### src/rtl/fp32_pkg.sv
// Shared fp32 field positions and argmax controller state encoding.
package fp32_pkg;

    localparam int SIGN_BIT = 31;
    localparam int EXP_MSB  = 30;
    localparam int EXP_LSB  = 23;
    localparam int MAN_MSB  = 22;

    typedef enum logic [1:0] {
        IDLE,
        FIRST,
        RUN,
        DONE
    } argmax_state_t;

endpackage

### src/rtl/fp32_gt_cmp.sv
// Strict a > b over fp32 bit patterns in sign-magnitude total order.
module fp32_gt_cmp
    import fp32_pkg::*;
(
    input  logic [31:0] a,
    input  logic [31:0] b,
    output logic        gt
);

    logic [30:0] ma;
    logic [30:0] mb;

    assign ma = {a[EXP_MSB:EXP_LSB], a[MAN_MSB:0]};
    assign mb = {b[EXP_MSB:EXP_LSB], b[MAN_MSB:0]};

    // NaN/Inf deliberately fall through to plain bit ordering
    always_comb begin
        gt = 1'b0;
        if (a[SIGN_BIT] != b[SIGN_BIT]) begin
            gt = b[SIGN_BIT];
        end else if (a[SIGN_BIT]) begin
            gt = (ma < mb);
        end else begin
            gt = (ma > mb);
        end
    end

endmodule

### src/rtl/fp32_argmax_sched.sv
// Streaming fp32 argmax: one shared comparator, one element per cycle.
module fp32_argmax_sched
    import fp32_pkg::*;
#(
    parameter  int N_MAX = 16,
    localparam int IDX_W = $clog2(N_MAX)
) (
    input  logic             clk,
    input  logic             rst_n,
    input  logic             start,
    input  logic [IDX_W:0]   len,
    output logic             busy,
    output logic             err,
    input  logic             in_valid,
    output logic             in_ready,
    input  logic [31:0]      in_data,
    output logic             out_valid,
    input  logic             out_ready,
    output logic [31:0]      out_max,
    output logic [IDX_W-1:0] out_idx
);

    localparam logic [IDX_W:0] ONE     = (IDX_W+1)'(1);
    localparam logic [IDX_W:0] LEN_MAX = (IDX_W+1)'(N_MAX);

    argmax_state_t    state_q;
    argmax_state_t    state_n;
    logic [IDX_W:0]   len_q;
    logic [IDX_W:0]   cnt_q;
    logic [31:0]      max_q;
    logic [IDX_W-1:0] idx_q;
    logic             hs;
    logic             gt;
    logic             last;
    logic             len_bad;
    logic             take;

    fp32_gt_cmp u_cmp (
        .a  (in_data),
        .b  (max_q),
        .gt (gt)
    );

    assign hs      = in_valid && in_ready;
    assign last    = (cnt_q == len_q - ONE);
    assign len_bad = (len == '0) || (len > LEN_MAX);
    assign take    = (state_q == IDLE) && start && !len_bad;
    assign out_max = max_q;
    assign out_idx = idx_q;

    always_comb begin
        state_n = state_q;
        unique case (state_q)
            IDLE:    if (take) state_n = FIRST;
            FIRST:   if (hs) state_n = (len_q == ONE) ? DONE : RUN;
            RUN:     if (hs && last) state_n = DONE;
            DONE:    if (out_ready) state_n = IDLE;
            default: state_n = IDLE;
        endcase
    end

    // handshake flags are registered from the next state
    always_ff @(posedge clk or negedge rst_n) begin
        if (!rst_n) begin
            state_q   <= IDLE;
            busy      <= 1'b0;
            err       <= 1'b0;
            in_ready  <= 1'b0;
            out_valid <= 1'b0;
        end else begin
            state_q   <= state_n;
            busy      <= (state_n != IDLE);
            err       <= (state_q == IDLE) && start && len_bad;
            in_ready  <= (state_n == FIRST) || (state_n == RUN);
            out_valid <= (state_n == DONE);
        end
    end

    always_ff @(posedge clk or negedge rst_n) begin
        if (!rst_n) begin
            len_q <= '0;
            cnt_q <= '0;
            max_q <= 32'h0;
            idx_q <= '0;
        end else begin
            if (take) begin
                len_q <= len;
                cnt_q <= '0;
            end
            if (hs && state_q == FIRST) begin
                max_q <= in_data;
                idx_q <= '0;
                cnt_q <= ONE;
            end
            if (hs && state_q == RUN) begin
                // ties keep the first occurrence
                if (gt) begin
                    max_q <= in_data;
                    idx_q <= cnt_q[IDX_W-1:0];
                end
                cnt_q <= cnt_q + ONE;
            end
        end
    end

endmodule

### config.mk
export PLATFORM = sky130hd
export DESIGN_NAME = fp32_argmax_sched
export DESIGN_NICKNAME = d
export VERILOG_FILES = /design/src/rtl/fp32_pkg.sv /design/src/rtl/fp32_gt_cmp.sv /design/src/rtl/fp32_argmax_sched.sv
export SDC_FILE = /design/constraint.sdc
export NUM_CORES = 1
export LEC_CHECK = 0
export BUFFER_PORTS_ARGS = -buffer_cell sky130_fd_sc_hd__buf_2
export CAP_MARGIN = 20
export CORE_AREA = 8 8 121 123
export CTS_CLUSTER_SIZE = 25
export DETAILED_ROUTE_END_ITERATION = 10
export DIE_AREA = 0 0 129 131
export MAX_ROUTING_LAYER = met4
export PLACE_DENSITY = 0.53
export SETUP_SLACK_MARGIN = 0.5
export SYNTH_ARGS = -nofsm -noshare
export SYNTH_HDL_FRONTEND = slang
export SYNTH_SLANG_ARGS = --single-unit
### constraint.sdc
create_clock -name clk -period 3.16 [get_ports clk]
set_input_delay 0.474 -clock clk [delete_from_list [all_inputs] [get_ports clk]]
set_output_delay 0.474 -clock clk [all_outputs]
set_load 0.1 [all_outputs]
==> results.json <==
{
  "outcome": "finished, final reports clean",
  "antenna_found_initial": 0,
  "syn_inst": 274,
  "layout_common_cells": "buf_2 (81), inv_1 (34), mux2_4 (30)",
  "period_share": 0.870,
  "multi_input_area_um2": 1770,
  "initialDrtViolationCount": 74,
  "synth_edf_count": 0,
  "setup_viol": 0,
  "seq_area_frac_synth": 0.416,
  "synth_seq_cells": 52,
  "num_rows": 42,
  "slew_viol_final": 0,
  "crit_fanout": 8,
  "hold_viol": 0,
  "synth_area_per_cell_um2": 11.4,
  "grt-ovfl-total": 0,
  "cts_buffer_depth": 2,
  "crit_path_end_kind": "flop",
  "io_pins": 82,
  "initial_utilization": 0.243,
  "slowest_stage": "dfrtp_4",
  "fp.dieArea_um2": 16900,
  "arrival_ps": 2930,
  "tightest_slew_ps": 743,
  "layout_commonest_cell": "buf_2",
  "vias_per_cell": 4.34,
  "grt_pass1_wl_mm": 12.6,
  "tritoncts": "done",
  "placed_area_um2": 3870,
  "hold_path.class": "in2async",
  "fill_cells": 1327,
  "max_stage_delay_ps": 490,
  "path_cells": "inv_2, ha_4, a211oi_2, nor2_1, o31a_1, o41a_1, or2_4, o211ai_4, buf_12, buf_12, mux2_4",
  "yosys_warnings": 0,
  "vias": 2388,
  "antenna_left": 0,
  "groute.usage.overall": 0.0989,
  "die_y_um": 131,
  "core_um2": 12900,
  "clkLatencyLatePin_ps": 300,
  "holdBufCountCts": 0,
  "clock-sinks": 52,
  "netlist_area_um2": 3130,
  "final-seq-area_um2": 1370,
  "start_kind": "flop",
  "slew_headroom": 0.505,
  "final_area_um2": 4260,
  "htree_levels": 2,
  "drc": 0,
  "period_minus_slack_ps": 2750,
  "routedWlPerCell_um": 14.0,
  "routed_wl_mm": 7.69,
  "diodes": 0,
  "crit_top_cell": "buf_12",
  "synth_cell_types": 38,
  "hpwl_mm": 5.90,
  "fin_tns_setup_ps": 0,
  "numCtsBuffers": 5,
  "crit_required_ps": 3340,
  "portBuffers": 81,
  "area_growth_pct": 36.3,
  "gp_congestion": 0.687,
  "grt_setup_unrepaired": "true",
  "synthesis.nets": 352,
  "ys.flop_type": "dfrtp_1",
  "max_cap_viol_count": 0,
  "finClkSkew_ps": 8.36,
  "grt_max_degree": 32,
  "max_freq_mhz": 364,
  "first_pass_iters": 4,
  "drive_gt1_frac": 0.513,
  "grt_pass1_vias": 2511,
  "critical_path_class": "reg2reg",
  "async_flop_share": 1.00,
  "cts.clk_slew.worst_paths_ps": 70,
  "layout.nets": 451,
  "die_w_um": 129,
  "ctsRootBufferMaster": "clkbuf_16"
}
## kinds of logic (layout without fill, tap and decap cells)
kind of cell,Yosys count,count (layout),synth area share
AND/OR/NAND/NOR,58,58,0.0949
flip-flops,52,52,0.416
XOR/XNOR,10,10,0.0280
multiplexers,36,36,0.166
adder cells (fa/ha/maj),36,36,0.144
AO/OA/AOI/OAI,40,40,0.0933
buffers and inverters,42,142,0.0576
## through the flow
step / hold slack, ps / utilization / cells / setup slack, ps
after CTS: 260 / 0.320 / 546 / 391
final: 237 / 0.331 / 550 / 411
after global routing: 297 / 0.331 / 550 / 306
after floorplan: 178 / - / 274 / 383
after global placement: 472 / 0.300 / 532 / 239
after detailed placement: 484 / 0.300 / 532 / 226
## flip-flops by register name, indices dropped and copies added, names as in the netlist
signal,count
in_ready,1
out_max,32
state_q,2
out_valid,1
cnt_q,5
busy,1
len_q,5
out_idx,4
err,1
## worst max-delay path, delay by kind of cell, from the launching register on
family	cells	cell delay [ps]
simple gates	2	340
mux	1	310
compound gates	4	930
flops	1	490
buf+inv	3	370
fa+ha+maj	1	190
## final cells by class
type	instances	share of cell area
tap	176	0.0517
clock buffer	5	0.0294
inverter	38	0.0335
clock inverter	3	0.00617
multi-input combinational	180	0.416
sequential	52	0.321
timing repair buffer	96	0.142
## per-layer routing
metal / track usage / vias up / share of wire
met5: - / - / 0
met4: 0.0415 / 0 / 0.016
met3: 0.0244 / 8 / 0.049
met2: 0.153 / 51 / 0.47
met1: 0.121 / 1154 / 0.46
li1: - / 1175 / -
## final timing paths
path                                to  depth (start not counted)  slack (ps)       start
setup / recovery           out_max[29]                         11         410  out_max[4]
hold / removal              out_max[9]                          1         240       rst_n
setup reg to reg           out_max[29]                         11         410  out_max[4]
hold reg to reg             out_idx[1]                          1         490  out_idx[1]
max in group asynchronous   out_max[0]                          2        2130       rst_n
min in group clk                   err                          3         390       start
## timing repair
item	4_1_cts	5_1_grt
buffers inserted	5	3
endpoints found under the setup margin	31	36
gates resized for setup	6	12
pin swaps	3	2
gates cloned	1	1
endpoints found under the hold margin	0	0
## cells in the mapped netlist (2+ instances only)
master | instances | area (um^2)
dfrtp_1 | 52 | 1300
inv_1 | 38 | 143
ha_1 | 36 | 450
mux2_4 | 30 | 450
nand2_1 | 16 | 60.1
a21oi_1 | 13 | 65.1
nand3_1 | 11 | 55.1
nor2_1 | 9 | 33.8
o21ai_0 | 8 | 40.0
nand4_1 | 7 | 43.8
xnor2_1 | 7 | 61.3
mux2_2 | 5 | 56.3
a32o_1 | 4 | 40.0
buf_6 | 3 | 33.8
nand4b_1 | 3 | 26.3
nor3_1 | 3 | 15.0
nor4_1 | 3 | 18.8
o211ai_1 | 3 | 22.5
xor2_1 | 3 | 26.3
and3_1 | 2 | 12.5
Power is not shown: default switching activity piles up to over one toggle a cycle in this logic, so the estimate is an artifact.
